==> config.mk <==
export PLATFORM = sky130hd
export DESIGN_NAME = ram_burst_master
export DESIGN_NICKNAME = d
export VERILOG_FILES = /design/src/rtl/ram_master_pkg.sv /design/src/rtl/rd_skid_fifo.sv /design/src/rtl/ram_burst_master.sv
export SDC_FILE = /design/constraint.sdc
export NUM_CORES = 1
export LEC_CHECK = 0
export BUFFER_PORTS_ARGS = -buffer_cell sky130_fd_sc_hd__buf_2
export CORE_MARGIN = 3
export CORE_UTILIZATION = 30
export CTS_BUF_LIST = sky130_fd_sc_hd__clkbuf_4 sky130_fd_sc_hd__clkbuf_8 sky130_fd_sc_hd__clkbuf_16
export DETAILED_ROUTE_END_ITERATION = 10
export PLACE_DENSITY = 0.53
export REMOVE_ABC_BUFFERS = 1
export SETUP_SLACK_MARGIN = 0.1
export SYNTH_ARGS = -nofsm -noshare
export SYNTH_HDL_FRONTEND = slang
export SYNTH_SLANG_ARGS = --single-unit
export TNS_END_PERCENT = 100
==> constraint.sdc <==
create_clock -name clk -period 2.1 [get_ports clk]
set_input_delay 0.63 -clock clk [delete_from_list [all_inputs] [get_ports clk]]
set_output_delay 0.63 -clock clk [all_outputs]
set_load 0.02 [all_outputs]
==> src/rtl/ram_master_pkg.sv <==
// Shared definitions for the RAM burst master.
// Holds the default parameter values and the controller state encodings.
package ram_master_pkg;

  localparam int DEF_DATA_WIDTH = 8;
  localparam int DEF_ADDR_WIDTH = 6;
  localparam int DEF_DEPTH      = 32;
  localparam int DEF_LEN_WIDTH  = 6;

  localparam logic [1:0] ST_IDLE  = 2'd0;
  localparam logic [1:0] ST_WRITE = 2'd1;
  localparam logic [1:0] ST_READ  = 2'd2;
  localparam logic [1:0] ST_DONE  = 2'd3;

endpackage

==> src/rtl/rd_skid_fifo.sv <==
// Two-entry FIFO that buffers RAM read data on its way to the client.
// Ports:
//   clk, reset      clock, asynchronous active-high reset
//   push, push_data write side (a push is dropped if full and not popping)
//   pop, pop_data   read side; pop_data is the current head
//   full, empty     status flags
//   count           current occupancy (0..2)
module rd_skid_fifo #(
  parameter int WIDTH = 8
) (
  input  logic             clk,
  input  logic             reset,
  input  logic             push,
  input  logic [WIDTH-1:0] push_data,
  input  logic             pop,
  output logic [WIDTH-1:0] pop_data,
  output logic             full,
  output logic             empty,
  output logic [1:0]       count
);

  logic [WIDTH-1:0] mem [2];
  logic             wr_ptr;
  logic             rd_ptr;
  logic             do_push;
  logic             do_pop;

  assign empty    = (count == 2'd0);
  assign full     = (count == 2'd2);
  assign do_pop   = pop && !empty;
  assign do_push  = push && (!full || do_pop);
  assign pop_data = mem[rd_ptr];

  always_ff @(posedge clk or posedge reset) begin
    if (reset) begin
      mem[0] <= '0;
      mem[1] <= '0;
      wr_ptr <= 1'b0;
      rd_ptr <= 1'b0;
      count  <= 2'd0;
    end else begin
      if (do_push) begin
        mem[wr_ptr] <= push_data;
        wr_ptr      <= ~wr_ptr;
      end
      if (do_pop) begin
        rd_ptr <= ~rd_ptr;
      end
      count <= count + {1'b0, do_push} - {1'b0, do_pop};
    end
  end

endmodule

==> src/rtl/ram_burst_master.sv <==
// Burst initiator for the on-chip single-port RAM.
// Accepts read/write burst commands, streams write beats into the RAM and
// read beats out through a 2-entry buffer that absorbs the one-cycle RAM
// read latency and client back-pressure.
// Ports:
//   clk, reset                      clock, asynchronous active-high reset
//   cmd_valid/ready/write/addr/len  burst command channel (beats = len + 1)
//   wr_valid/ready/data             write data channel
//   rd_valid/ready/data             read data channel
//   busy, done                      status; done pulses once per burst
//   ram_address/data_in/write_enable, ram_data_out   RAM pins
module ram_burst_master
  import ram_master_pkg::*;
#(
  parameter int DATA_WIDTH = DEF_DATA_WIDTH,
  parameter int ADDR_WIDTH = DEF_ADDR_WIDTH,
  parameter int DEPTH      = DEF_DEPTH,
  parameter int LEN_WIDTH  = DEF_LEN_WIDTH
) (
  input  logic                  clk,
  input  logic                  reset,
  input  logic                  cmd_valid,
  output logic                  cmd_ready,
  input  logic                  cmd_write,
  input  logic [ADDR_WIDTH-1:0] cmd_addr,
  input  logic [LEN_WIDTH-1:0]  cmd_len,
  input  logic                  wr_valid,
  output logic                  wr_ready,
  input  logic [DATA_WIDTH-1:0] wr_data,
  output logic                  rd_valid,
  input  logic                  rd_ready,
  output logic [DATA_WIDTH-1:0] rd_data,
  output logic                  busy,
  output logic                  done,
  output logic [ADDR_WIDTH-1:0] ram_address,
  output logic [DATA_WIDTH-1:0] ram_data_in,
  output logic                  ram_write_enable,
  input  logic [DATA_WIDTH-1:0] ram_data_out
);

  // DEPTH is a power of two, so modulo DEPTH is a mask.
  localparam logic [ADDR_WIDTH-1:0] ADDR_MASK = ADDR_WIDTH'(DEPTH - 1);

  logic [1:0]            state;
  logic [ADDR_WIDTH-1:0] addr;
  logic [ADDR_WIDTH-1:0] addr_next;
  logic [LEN_WIDTH:0]    beats;
  logic                  in_flight;
  logic [1:0]            buf_count;
  logic                  buf_empty;
  logic                  buf_full;
  logic                  accept;
  logic                  beat_ok;
  logic                  pop;
  logic                  issue;
  logic                  read_last;

  assign cmd_ready = (state == ST_IDLE);
  assign busy      = (state != ST_IDLE);
  assign done      = (state == ST_DONE);

  assign accept    = cmd_ready && cmd_valid;
  assign addr_next = (addr + 1'b1) & ADDR_MASK;

  assign wr_ready  = (state == ST_WRITE) && (beats != '0);
  assign beat_ok   = wr_valid && wr_ready;

  assign rd_valid  = !buf_empty;
  assign pop       = (state == ST_READ) && rd_valid && rd_ready;

  // A slot freed by this cycle's pop counts as room, which is what keeps
  // the read stream at one beat per cycle when rd_ready stays high.
  assign issue = (state == ST_READ) && (beats != '0) &&
                 (({1'b0, buf_count} + {2'b0, in_flight}) < (3'd2 + {2'b0, pop}));

  // Leave READ on the edge that pops the final beat so done follows directly.
  assign read_last = (state == ST_READ) && (beats == '0) && !in_flight &&
                     (buf_empty || ((buf_count == 2'd1) && pop));

  always_ff @(posedge clk or posedge reset) begin
    if (reset) begin
      state            <= ST_IDLE;
      addr             <= '0;
      beats            <= '0;
      in_flight        <= 1'b0;
      ram_address      <= '0;
      ram_data_in      <= '0;
      ram_write_enable <= 1'b0;
    end else begin
      in_flight        <= issue;
      ram_write_enable <= beat_ok;
      case (state)
        ST_IDLE: begin
          if (accept) begin
            addr  <= cmd_addr & ADDR_MASK;
            beats <= {1'b0, cmd_len} + 1'b1;
            state <= cmd_write ? ST_WRITE : ST_READ;
          end
        end
        ST_WRITE: begin
          if (beat_ok) begin
            ram_address <= addr;
            ram_data_in <= wr_data;
            addr        <= addr_next;
            beats       <= beats - 1'b1;
          end else if (beats == '0) begin
            // The last beat's write cycle is the current one.
            state <= ST_DONE;
          end
        end
        ST_READ: begin
          if (issue) begin
            ram_address <= addr;
            addr        <= addr_next;
            beats       <= beats - 1'b1;
          end
          if (read_last) begin
            state <= ST_DONE;
          end
        end
        default: begin
          state <= ST_IDLE;
        end
      endcase
    end
  end

  rd_skid_fifo #(
    .WIDTH(DATA_WIDTH)
  ) u_rd_buf (
    .clk      (clk),
    .reset    (reset),
    .push     (in_flight),
    .push_data(ram_data_out),
    .pop      (pop),
    .pop_data (rd_data),
    .full     (buf_full),
    .empty    (buf_empty),
    .count    (buf_count)
  );

endmodule
==> metrics <==
leakage component of the power 1.59 nW; end-of-flow core utilization 0.405; Synth warnings 0; maximum number of pins on one net before global-route repair 23; RSZ-0062 raised after global routing yes; number of endpoints with negative hold slack in the final report 0; CTS tree built; clock slew at the register clock pins of the worst setup and hold paths 90 ps; required time at the endpoint of the critical path 1470 ps; Min-Delay Path Class input port to asynchronous set/reset pin; startpoint class of the critical path register; synthesized cell area 2560 sq um; Worst Slack Setup Final -43.5 ps; deepest level of the CTS H-tree 2; antenna-violating nets left 0; most frequent standard cell in the layout excluding fill and tap cells buf_2; number of vias after detailed routing 1915; Peak Freq 467 MHz; top library cells by usage in the layout, fill and taps aside buf_2 (59), dfrtp_1 (48), mux2_2 (39), buf_4 (27), o21ai_0 (13); Register Area 1230 sq um; Layout Nets 360; DRC 0; area enclosed by the die boundary 9670 sq um; number of inserted filler cells in the final layout 824; starting DRC count in detailed routing 55; Via density 4.56; Detailed Routing Iterations Pass 1 4; instance count of the mapped netlist 226; number of cells after detailed placement 398; violations in the final reports negative setup slack; Vert. Die Dim 98.3 um; buffer levels on the longest clock path 2; post-route clock period utilization 1.02; cell chosen for the clock root clkbuf_8; number of standard cells in the layout, taps in and fillers out 420; power per unit of standard cell area 1760 nW/um^2; GRT Total Usage 0.114; endpoint class of the critical path output pin; total clock sinks 49; vias in the first global route 1928; area occupied by multi-input gates 1260 sq um; total count of max-transition violations in the final report 0; die extent in x 98.3 um; share of synthesized area occupied by flip-flops and latches 0.479; post-DR wirelength/cell 12.7 um; Worst IR Drop VDD 0.625 mV; Mapped Avg Cell Area 11.3 sq um; clk_skew 7.61 ps; # port buffers 59; number of different library cells in the post-synthesis netlist 42; diode count 0; fraction of layout instances using a drive strength above 1 0.502; register bit count reported by yosys 49; final weighted congestion of routability-driven global placement 0.765; HPWL after DPL 3.92 mm; Top Ports 62; max-capacitance violation count 0; number of antenna violations at the first check in global routing 0; core area 8260 sq um; number of standard-cell rows in the floorplan 33; Tmin final 2140 ps; relative area change from synthesis to final layout 30.8%; first-pass GRT wire length 8.98 mm; result of the run finished, violations left; total global routing overflow 0; final wirelength 5.32 mm; maximum net fanout on the critical path 2; clock latency reported for the late side of the worst-skew pair 300 ps; Setup Crit Path Kind register to output pin; starting density of the core 0.310; crit path DAT 1510 ps; count of endpoints failing setup in the final report 1; total power of the final layout 0.00587 W; total clock buffers created by CTS 5
metal layers:
metal,global-route usage,vias up,part of all wire,wire [um]
li1,-,968,-,-
met1,0.142,901,0.45,2390
met2,0.196,39,0.49,2600
met3,0.0286,7,0.050,264
met4,0.0315,0,0.013,68
met5,0,-,0,0
final cells by class:
type | count | area share
flip-flops and latches | 49 | 0.367
multi-input cells | 155 | 0.376
repair buffers | 90 | 0.168
clock inverters | 1 | 0.00898
inverters | 13 | 0.0146
well taps | 105 | 0.0393
clock buffers | 7 | 0.0269
state kept, by name (all words and copies together) (netlist names):
name / cells
u_rd_buf.mem: 16
state: 2
ram_address: 5
u_rd_buf.wr_ptr: 1
u_rd_buf.rd_ptr: 1
ram_data_in: 8
in_flight: 1
beats: 7
ram_write_enable: 1
addr: 5
u_rd_buf.count: 2
synthesized netlist by cell type, drive strengths merged:
cell,number,share of area
a211o,2,0.0069
a21oi,14,0.030
a2bb2oi,2,0.0069
a311oi,1,0.0034
a31oi,1,0.0024
and2,1,0.0024
and2b,1,0.0034
and3,2,0.0049
and4b,2,0.0083
buf,6,0.017
clkbuf,3,0.0044
conb,1,0.0015
dfrtp,49,0.48
ha,12,0.059
inv,13,0.019
mux2,39,0.17
mux2i,2,0.0078
nand2,13,0.020
nand2b,5,0.012
nand3,10,0.020
nand4,1,0.0024
nor2,7,0.010
nor2b,3,0.0073
nor3,4,0.0078
nor3b,1,0.0073
nor4b,1,0.0034
o211ai,1,0.0049
o21a,1,0.0029
o21ai,13,0.025
o22ai,3,0.0073
o31ai,1,0.0049
or2,2,0.0049
or3,1,0.0029
xnor2,5,0.017
xor2,3,0.010
report_power, final:
part	internal, W	switching, W	leakage [nW]
registers	0.00144	0.000299	0.578
logic	0.00172	0.00169	0.952
clock network	0.000402	0.000320	0.0619
total	0.00357	0.00231	1.59
logic make-up (layout without fill, tap and decap cells):
| family | count (synthesis) | after routing | share of synthesized area |
|---|---|---|---|
| compound gates | 39 | 39 | 0.0954 |
| buf+inv | 22 | 111 | 0.0406 |
| xor+xnor | 8 | 8 | 0.0274 |
| fa+ha+maj | 12 | 12 | 0.0587 |
| mux | 41 | 41 | 0.180 |
| other cells | 1 | 1 | 0.00147 |
| flops | 49 | 49 | 0.479 |
| simple gates | 54 | 54 | 0.117 |
stage by stage:
step | setup slack, ps | hold slack (ps) | setup TNS (ps) | instance area [sq um]
final | -43.5 | 325 | -43.5 | 3340
after floorplan | 58.7 | 463 | 0 | 2500
after global placement | 88.6 | 481 | 0 | 3080
after global routing | -138 | 362 | -544 | 3340
after CTS | -89.5 | 337 | -89.5 | 3270
after detailed placement | 71.7 | 481 | 0 | 3080
path summary, 6_finish.rpt:
check                                            start                           to  slack, ps  cells after the start
min in group clk           u_rd_buf.wr_ptr$_DFFE_PP0P_  u_rd_buf.wr_ptr$_DFFE_PP0P_        500                      1
max                               beats[0]$_DFFE_PP0P_                     wr_ready        -40                      6
min reg2reg                u_rd_buf.wr_ptr$_DFFE_PP0P_  u_rd_buf.wr_ptr$_DFFE_PP0P_        500                      1
max in group asynchronous                        reset         state[0]$_DFFE_PP0P_       1260                      3
min                                              reset  u_rd_buf.count[1]$_DFF_PP0_        330                      2
max reg2reg                        in_flight$_DFF_PP0_         beats[0]$_DFFE_PP0P_        110                      8
timing repair:
action	CTS	global route
buffers inserted	8	6
hold buffers	0	0
resized for setup	5	10
endpoints found under the setup margin	13	53
pin swaps	3	4
critical path, cell delays in order, from the launching register on:
cell and delay (ps):
dfrtp_1 400, inv_2 80, ha_4 130, nor3b_4 200, nand2_1 100, and2_4 180
buf_6 120
No activity file was read; power rests on OpenSTA's default activity.
